$ cat src/rtl/wb_spi_pkg.sv
// Wishbone SPI master: shared register map,
// field positions and FSM encoding.
package wb_spi_pkg;

  localparam logic [1:0] ADR_CTRL   = 2'd0;
  localparam logic [1:0] ADR_TXDATA = 2'd1;
  localparam logic [1:0] ADR_RXDATA = 2'd2;
  localparam logic [1:0] ADR_STATUS = 2'd3;

  localparam int CTRL_START   = 0;
  localparam int CTRL_CPOL    = 1;
  localparam int CTRL_CPHA    = 2;
  localparam int CTRL_INT_EN  = 3;
  localparam int CTRL_CS_LSB  = 8;
  localparam int CTRL_LEN_LSB = 16;
  localparam int CTRL_DIV_LSB = 24;

  localparam int STAT_BUSY = 0;
  localparam int STAT_DONE = 1;

  typedef enum logic [1:0] {
    S_IDLE,
    S_SETUP,
    S_SHIFT,
    S_HOLD
  } state_t;

endpackage

$ cat src/rtl/spi_clk_gen.sv
// Half-period divider for the SPI master:
// tick every DIV+1 cycles, split into lead/trail.
module spi_clk_gen (
  input  logic       clk,
  input  logic       rst,
  input  logic       run,
  input  logic       shift,
  input  logic [7:0] div,
  output logic       tick,
  output logic       lead,
  output logic       trail
);

  logic [7:0] cnt;
  logic       phase;

  assign tick  = run && (cnt == div);
  assign lead  = tick & shift & ~phase;
  assign trail = tick & shift & phase;

  // count cycles within the current half-period
  always_ff @(posedge clk or posedge rst) begin
    if (rst)
      cnt <= '0;
    else if (!run || tick)
      cnt <= '0;
    else
      cnt <= cnt + 8'd1;
  end

  // alternate lead and trail edges while shifting
  always_ff @(posedge clk or posedge rst) begin
    if (rst)
      phase <= 1'b0;
    else if (!shift)
      phase <= 1'b0;
    else if (tick)
      phase <= ~phase;
  end

endmodule

$ cat src/rtl/wb_spi_master.sv
// Wishbone classic slave driving a single-lane
// SPI master with programmable mode/length/divider.
module wb_spi_master
  import wb_spi_pkg::*;
#(
  parameter int         N_CS    = 3,
  parameter int         DW      = 32,
  parameter logic [7:0] RST_DIV = 8'd4
) (
  input  logic            BOARD_CLOCK,
  input  logic            RST,
  input  logic [31:0]     adr_i,
  input  logic [31:0]     dat_i,
  output logic [31:0]     dat_o,
  input  logic [3:0]      sel_i,
  input  logic            cyc_i,
  input  logic            stb_i,
  input  logic            we_i,
  output logic            ack_o,
  output logic            err_o,
  output logic            rty_o,
  input  logic            SPI_MISO,
  output logic            SPI_MOSI,
  output logic            SPI_SCLK,
  output logic [N_CS-1:0] SPI_CS,
  output logic            SPI_INT
);

  state_t      state_q, state_d;
  logic        served_q;
  logic        cpol_q, cpha_q, int_en_q;
  logic [3:0]  cs_q;
  logic [4:0]  len_q, bit_q;
  logic [7:0]  div_q;
  logic [31:0] tx_q, rx_q, rx_sh, rd;
  logic        done_q, sclk_q, mosi_q;
  logic        tick, lead, trail, smp;
  logic        req, wr, wr_ok, fault, start;
  logic        busy, finish;
  logic [1:0]  a;
  logic [N_CS-1:0] cs_sel;
  logic        unused;

  assign unused = ^{sel_i, adr_i[31:4], adr_i[1:0]};

  assign a     = adr_i[3:2];
  assign busy  = (state_q != S_IDLE);
  assign req   = cyc_i & stb_i & ~served_q;
  assign wr    = req & we_i;
  assign fault = wr & (
      (busy && (a == ADR_CTRL || a == ADR_TXDATA)) ||
      (a == ADR_CTRL && dat_i[CTRL_START] &&
       (({28'd0, dat_i[CTRL_CS_LSB +: 4]} >= 32'(N_CS)) ||
        ({27'd0, dat_i[CTRL_LEN_LSB +: 5]} >= 32'(DW)))));
  assign wr_ok = wr & ~fault;
  assign start = wr_ok && a == ADR_CTRL && dat_i[CTRL_START];
  assign smp   = cpha_q ? trail : lead;

  assign rty_o    = 1'b0;
  assign SPI_SCLK = sclk_q;
  assign SPI_MOSI = mosi_q;
  assign SPI_INT  = done_q & int_en_q;
  assign SPI_CS   = cs_sel;

  spi_clk_gen u_clk (
    .clk   (BOARD_CLOCK),
    .rst   (RST),
    .run   (busy),
    .shift (state_q == S_SHIFT),
    .div   (div_q),
    .tick  (tick),
    .lead  (lead),
    .trail (trail)
  );

  // state register
  always_ff @(posedge BOARD_CLOCK or posedge RST) begin
    if (RST) state_q <= S_IDLE;
    else     state_q <= state_d;
  end

  // next state and completion strobe
  always_comb begin
    state_d = state_q;
    finish  = 1'b0;
    unique case (state_q)
      S_IDLE:  if (start) state_d = S_SETUP;
      S_SETUP: if (tick) state_d = S_SHIFT;
      S_SHIFT: if (trail && bit_q == len_q)
                 state_d = S_HOLD;
      S_HOLD:  if (tick) begin
                 state_d = S_IDLE;
                 finish  = 1'b1;
               end
      default: state_d = S_IDLE;
    endcase
  end

  // chip-select decode, only while a transfer is active
  always_comb begin
    cs_sel = '1;
    for (int i = 0; i < N_CS; i++)
      if (busy && cs_q == 4'(i)) cs_sel[i] = 1'b0;
  end

  // register read mux
  always_comb begin
    rd = '0;
    unique case (a)
      ADR_CTRL:   rd = {div_q, 3'b0, len_q, 4'b0, cs_q,
                        4'b0, int_en_q, cpha_q, cpol_q, 1'b0};
      ADR_TXDATA: rd = tx_q;
      ADR_RXDATA: rd = rx_q;
      ADR_STATUS: rd = {30'd0, done_q, busy};
      default:    rd = '0;
    endcase
  end

  // bus termination and register file
  always_ff @(posedge BOARD_CLOCK or posedge RST) begin
    if (RST) begin
      served_q <= 1'b0;
      ack_o    <= 1'b0;
      err_o    <= 1'b0;
      dat_o    <= '0;
      cpol_q   <= 1'b0;
      cpha_q   <= 1'b0;
      int_en_q <= 1'b0;
      cs_q     <= '0;
      len_q    <= '0;
      div_q    <= RST_DIV;
      tx_q     <= '0;
      rx_q     <= '0;
      done_q   <= 1'b0;
    end else begin
      served_q <= cyc_i & stb_i;
      ack_o    <= req & ~fault;
      err_o    <= fault;
      dat_o    <= (req && !we_i) ? rd : '0;
      if (wr_ok && a == ADR_CTRL) begin
        cpol_q   <= dat_i[CTRL_CPOL];
        cpha_q   <= dat_i[CTRL_CPHA];
        int_en_q <= dat_i[CTRL_INT_EN];
        cs_q     <= dat_i[CTRL_CS_LSB +: 4];
        len_q    <= dat_i[CTRL_LEN_LSB +: 5];
        div_q    <= dat_i[CTRL_DIV_LSB +: 8];
      end
      if (wr_ok && a == ADR_TXDATA)
        tx_q <= dat_i;
      if (finish)
        rx_q <= rx_sh;
      if (finish)
        done_q <= 1'b1;
      else if (start)
        done_q <= 1'b0;
      else if (wr_ok && a == ADR_STATUS &&
               dat_i[STAT_DONE])
        done_q <= 1'b0;
    end
  end

  // SCLK, MOSI and receive shift register
  always_ff @(posedge BOARD_CLOCK or posedge RST) begin
    if (RST) begin
      sclk_q <= 1'b0;
      mosi_q <= 1'b0;
      rx_sh  <= '0;
      bit_q  <= '0;
    end else if (start) begin
      sclk_q <= dat_i[CTRL_CPOL];
      mosi_q <= tx_q[dat_i[CTRL_LEN_LSB +: 5]];
      rx_sh  <= '0;
      bit_q  <= '0;
    end else begin
      if (lead | trail)
        sclk_q <= ~sclk_q;
      if (smp)
        rx_sh <= {rx_sh[30:0], SPI_MISO};
      if (trail)
        bit_q <= bit_q + 5'd1;
      if (lead && cpha_q)
        mosi_q <= tx_q[len_q - bit_q];
      if (trail && !cpha_q && bit_q != len_q)
        mosi_q <= tx_q[len_q - bit_q - 5'd1];
    end
  end

endmodule

$ cat config.mk
export PLATFORM = sky130hd
export DESIGN_NAME = wb_spi_master
export DESIGN_NICKNAME = d
export VERILOG_FILES = /design/src/rtl/wb_spi_pkg.sv /design/src/rtl/spi_clk_gen.sv /design/src/rtl/wb_spi_master.sv
export SDC_FILE = /design/constraint.sdc
export NUM_CORES = 1
export LEC_CHECK = 0
export ABC_AREA = 1
export ABC_CLOCK_PERIOD_IN_PS = 5500
export CAP_MARGIN = 20
export CORE_MARGIN = 3
export CORE_UTILIZATION = 50
export DETAILED_ROUTE_END_ITERATION = 7
export PLACE_DENSITY = 0.82
export SKIP_LAST_GASP = 1
export SYNTH_ARGS = -nofsm -noshare
export SYNTH_HDL_FRONTEND = slang
export SYNTH_SLANG_ARGS = --single-unit
$ cat constraint.sdc
create_clock -name BOARD_CLOCK -period 5.5 [get_ports BOARD_CLOCK]
set_input_delay 1.1 -clock BOARD_CLOCK [delete_from_list [all_inputs] [get_ports BOARD_CLOCK]]
set_output_delay 1.1 -clock BOARD_CLOCK [all_outputs]
set_load 0.005 [all_outputs]
[After elaboration in Yosys (flattened, before gate mapping)]
Index checks and enable logic that the tools add are counted.
Storage, ports and cells
  flip-flop bits (word level): 170
  bits in latches: 0
  bits in writable memories: 0
  bits in read-only memories: 0
  bits of input ports: 74
  output and inout bits: 41
  memories kept: 0
Cells by class
  add/sub/neg operators: 4
  $mul: 0
  divide/modulo/power cells: 0
  magnitude comparators: 4
  equal/unequal tests: 16
  shifts and indexed selects: 0
  muxes and demuxes: 34
  bitwise logic cells: 15
  reductions and logical operators: 33
Operator list (number)
  $pmux 32 s4: 1
  $mux 32: 3
  $mux 1: 19
  $lt 5x6->1 const B: 3
  $logic_and 1x1->1: 17
  $bmux 1 s5: 3
  $and 1x1->1: 10
  $mux 5: 2
  $add 8x1->8 const B: 1
  $eq 2x2->1 const B: 4
  $eq 8x8->1: 1
  $mux 2: 4
  $mux 8: 1
  $pmux 2 s4: 1
  $reduce_bool 2->1: 4
  $ne 2x2->1 const B: 3
  $reduce_bool 3->1: 2
  $add 5x1->5 const B: 1
  $eq 5x5->1: 1
  $ne 5x5->1: 1
  $sub 5x1->5 const B: 1
  $sub 5x5->5: 1
  $eq 2x1->1 const B: 2
  $eq 4x1->1 const B: 1
  10 further kinds: 19

[Longest topological paths before layout]
  word-level depth: 12
  gate-level depth with buffers: 19
  gate-level depth less buffers: 18

[By module]
A second synthesis with hierarchy kept.
Second synthesis, totals
  cell total of the unflattened synthesis: 1203
  area total of the unflattened synthesis: 8852.2 um^2
By module, submodules not included
  wb_spi_master: times used 1, cells an instance 1089, area each 8162.8 um^2, seq. area each 4030.1 um^2
  spi_clk_gen: times used 1, cells an instance 114, area each 689.4 um^2, seq. area each 225.2 um^2

[Worst setup path after synthesis]
Ideal clock, no wire load.
  path type: register to register
  start point: register len_q[0]
  end point: register mosi_q (netlist: SPI_MOSI)
  arrival time: 2.454 ns
  data required time: 5.438 ns
  path slack: 2.983 ns
  cell stages (with the launch flop): 20
  clock period less this slack: 2.517 ns
  cell sequence: dfrtp_1 > inv_1 > ha_1 > inv_1 > fa_1 > inv_1 > ha_1 > buf_2 > inv_1 > a21oi_1 > o21ai_0 > nand2_1 > nand2_1 > nand2_1 > nand3_1 > nand3_1 > nand3_1 > nand3_1 > nand2_1 > inv_1
Between the ends
  word-level cells in the longest chain between the ends: 6
RTL lines
  start: declaration: RTL line wb_spi_master.sv:33  | logic [4:0] len_q, bit_q;
  start signal: assignment: RTL line wb_spi_master.sv:145  | len_q <= dat_i[CTRL_LEN_LSB +: 5];
  $sub 5x5->5: RTL line wb_spi_master.sv:182, wb_spi_master.sv:184
  $sub 5x1->5 or $bmux 1 s5 (tied branches): RTL line wb_spi_master.sv:184, wb_spi_master.sv:182
  $bmux 1 s5 or $mux 1 (tied branches): RTL line wb_spi_master.sv:184, wb_spi_master.sv:182
  $mux 1, on equally long branches: RTL line wb_spi_master.sv:184, wb_spi_master.sv:181
  $mux 1: RTL line wb_spi_master.sv:183  | if (trail && !cpha_q && bit_q != len_q)
  $mux 1: RTL line wb_spi_master.sv:169  | end else if (start) begin
  end signal: assignment: RTL line wb_spi_master.sv:171  | mosi_q <= tx_q[dat_i[CTRL_LEN_LSB +: 5]];
  end signal: assignment: RTL line wb_spi_master.sv:182  | mosi_q <= tx_q[len_q - bit_q];
  end signal: assignment: RTL line wb_spi_master.sv:184  | mosi_q <= tx_q[len_q - bit_q - 5'd1];
  end: declaration: RTL line wb_spi_master.sv:36  | logic done_q, sclk_q, mosi_q;
Several ways; a longest one is shown, not always the timed one. The select of a mux whose other input is x is not followed.
A chain may end at the register's enable or synchronous reset.

[Worst setup path after layout]
Same ends and word-level chain as after synthesis.

==> metrics.csv <==
stage,metric,value,unit
worst_hold_path,worst hold path type,flip-flop to flip-flop,
worst_setup_path,RR Endpoint,SPI_MOSI$_DFFE_PP0P_,
worst_setup_path,crit-path cells,"inv_1, ha_1, inv_1, fa_1, inv_1, ha_1, inv_1, a21oi_1, o21ai_0, nand2_1, nand2_1, nand2_1, nand3_1, nand3_1, nand3_1, nand3_1, nand2_1, inv_1",
global_routing,vias in the first global route,7099,
worst_setup_path,"delay-heaviest family, CP",adder cells,
worst_hold_path,hold endpoint,rx_q[31]$_DFFE_PP0P_,
cts,worst-case clock buffer depth,2,
worst_setup_path,Crit path top cell by count,inv_1,
cells_and_area,layout cells sized above 1,5.044,%
synth,top post-synthesis cells by count,"281 x nand2_1, 169 x dfrtp_1, 155 x inv_1",
cells_and_area,# diodes,0,
synth,sequential-to-total area share from yosys stat,50.82,%
flow_run,Max-Cap Viols,0,
cts,"Clk pin slew, worst setup/hold paths",60,ps
cells_and_area,fin nets,1204,
synth,area fraction of the dominant cell type after synthesis,50.51,%
placed_design,dpl cells,1315,
status,status,"complete, no violations",
timing,slew margin rel.,26.72,%
worst_setup_path,crit-path max FO,14,
synth,Post-synth EDFFs,0,
floorplan,Die Span X,135.4,um
timing,PnR worst setup slack,1855,ps
timing,RSZ-0062 raised after global routing,false,
floorplan,Die Area,18330,sq um
worst_setup_path,worst path required time,5870,ps
worst_setup_path,critical path's slowest cell,fa_1,
synth,count of state elements after synthesis,170,
global_routing,GRT overflow,0,
global_routing,largest net degree at the start of global routing,108,
placed_design,post-DP HPWL,15110,um
synth,synth top area cells,"dfrtp_1 51%, nand2_1 13%, o21ai_0 8.3%, inv_1 6.9%, a21oi_1 3.1%",
worst_setup_path,CP Buf/Inv Count,5,
floorplan,Die Span Y,135.4,um
drt,drt pass-1 iters,5,
cells_and_area,Layout area overhead,17.81,%
power,P_leak,4.720,nW
floorplan,Rows,46,
cts,clk root buf,clkbuf_16,
floorplan,Core ar.,16120,sq um
drt,Total Wirelength,22370,um
cts,CTS tree,built,
floorplan,IO Count,115,
worst_setup_path,Startpoint Class,flip-flop,
timing,Worst Tran Pin Value,1098,ps
cts,hold_buf cts,0,
synth,Syn Area/Cell,7.907,sq um
timing,"Hold Vio Cnt, Final",0,
timing,f_max,274.4,MHz
power,Pwr per Cell Area,412.2,nW/um^2
timing,min Tclk post-route,3645,ps
synth,Yosys top cell by area,dfrtp_1,
timing,final slew viol count,0,
timing,clk_skew,6.878,ps
cts,setup repair bufs after CTS,0,
drt,DRT iter0 DRCs,873,
cells_and_area,fin cells,1346,
global_routing,initial antenna violation count,1,
drt,post-DR wirelength/cell,16.62,um
synth,Yosys cell types,37,
cts,CTS buffer count,17,
drt,Remaining DRCs,0,
cts,Skew-Pair Late Insertion Delay,440,ps
timing,TNS Setup,0,ps
timing,Min Hold Slack,487.5,ps
synth,"count leader, synth",nand2_1,
synth,Syn Std Cell Area,8373,sq um
power,total power,4.066,mW
worst_hold_path,Hold Crit Start,rx_sh[31]$_DFFE_PP0P_,
worst_setup_path,CP arrival,4020,ps
worst_hold_path,hold path depth,2,
global_routing,GRT Overall Usage,25.07,%
worst_setup_path,worst r2r src,len_q[0]$_DFFE_PP0N_,
drt,routed vias,7422,
synth,yosys synthesis warning count,0,
timing,final period utilization,66.27,%
placed_design,Post-Place Setup Slack,1591,ps
worst_setup_path,delay of the slowest critical-path stage,870,ps
drt,"antenna viol nets, final",0,
global_routing,first-pass GRT wire length,35840,um
worst_setup_path,Register-to-Register Path Depth,18,
floorplan,Starting Density,51.96,%
cts,Num Clock Sinks,170,
timing,Final setup viols,0,
worst_setup_path,Setup crit end kind,flip-flop,
cts,H-tree Lvls,4,
placed_design,Area after DPL,9293,sq um
cts,post-CTS sizing,0,
power,worst vdd ir,0.0002930,V
cells_and_area,utilization after layout,61.21,%
synth,cell count after synthesis,1059,
synth,syn nets,1145,
synth,post-synthesis async set-or-reset flop share,100.0,%
cells_and_area,fin area,9864,sq um
drt,Via density,5.514,
synth,most common flop cell mapped by yosys,dfrtp_1,
placed_design,# port buffers,79,
placed_design,GP Congestion,0.9726,
worst_setup_path,Setup CP Type,flip-flop to flip-flop,
worst_setup_path,FF-to-FF setup slack,1860,ps
## cell type report
type / instances / area [sq um]
Fill cell: 1363 / 6251
Sequential cell: 170 / 4255
Multi-Input combinational cell: 681 / 3288
Timing Repair Buffer: 89 / 878.3
Inverter: 159 / 600.6
Clock buffer: 22 / 484.2
Tap cell: 216 / 270.3
Clock inverter: 9 / 87.58
## report_power, final
group          switching (mW)  total (mW)  leakage, nW  internal [mW]
combinational           0.866        1.32         2.22          0.455
sequential              0.137        1.57         2.22           1.44
clock                   0.502        1.17        0.283          0.670
## cell usage in the layout (no fill, tap or decap), types with 2 or more instances in the layout
master	n
a21oi_1	52
buf_4	9
clkbuf_16	17
clkbuf_8	4
clkdlybuf4s50_1	79
clkinv_1	2
clkinv_2	3
clkinv_4	2
clkinvlp_4	2
dfrtp_1	169
ha_1	11
inv_1	154
inv_2	2
inv_6	2
nand2_1	281
nand2_2	2
nand2_4	2
nand3_1	44
nand4_1	4
nor2_1	40
nor2_2	2
nor2_4	4
nor3_1	7
nor3b_1	3
o211ai_1	5
o21ai_0	139
o21ai_1	35
o221ai_1	7
o22ai_1	24
xnor2_1	5
xor2_1	6
## how the worst max path moves through the flow
stage / end / from / slack [ps] / depth (start not counted)
floorplan: SPI_MOSI$_DFFE_PP0P_ / RST / 2230 / 1
global placement: rx_sh[27]$_DFFE_PP0P_ / adr_i[3] / 1660 / 13
detailed placement: rx_sh[23]$_DFFE_PP0P_ / adr_i[2] / 1590 / 13
CTS: SPI_MOSI$_DFFE_PP0P_ / len_q[0]$_DFFE_PP0N_ / 1950 / 18
global route: SPI_MOSI$_DFFE_PP0P_ / len_q[0]$_DFFE_PP0N_ / 1660 / 18
finish: SPI_MOSI$_DFFE_PP0P_ / len_q[0]$_DFFE_PP0N_ / 1860 / 18
## flip-flops by register name (all words and copies together) (netlist names), 2 cells and up
name / count
bit_q: 5
cs_q: 4
dat_o: 32
div_q: 8
len_q: 5
rx_q: 32
rx_sh: 32
state_q: 2
tx_q: 32
u_clk.cnt: 8
## cells by family (layout without fill, tap and decap cells)
kind of cell	Yosys count	count (layout)	synth area share, %
compound gates	266	266	16.93
xor+xnor	11	11	1.151
fa+ha+maj	12	12	1.883
buf+inv	208	279	9.997
flops	170	170	50.82
other cells	1	1	0.04479
simple gates	391	391	19.17
## per-layer routing
layer | part of all wire [%] | global-route usage [%] | wire, um
met5 | 0.21 | 0 | 46
met4 | 3.4 | 11.53 | 755
met3 | 7.3 | 4.978 | 1640
met2 | 47 | 39.19 | 10510
met1 | 42 | 33.96 | 9421
## worst min-delay path, cell delays in order (launching register included)
cell and delay [ps]:
dfrtp_1 340, nand2_1 50, o21ai_0 60
Power figures use the tool's default switching activity.
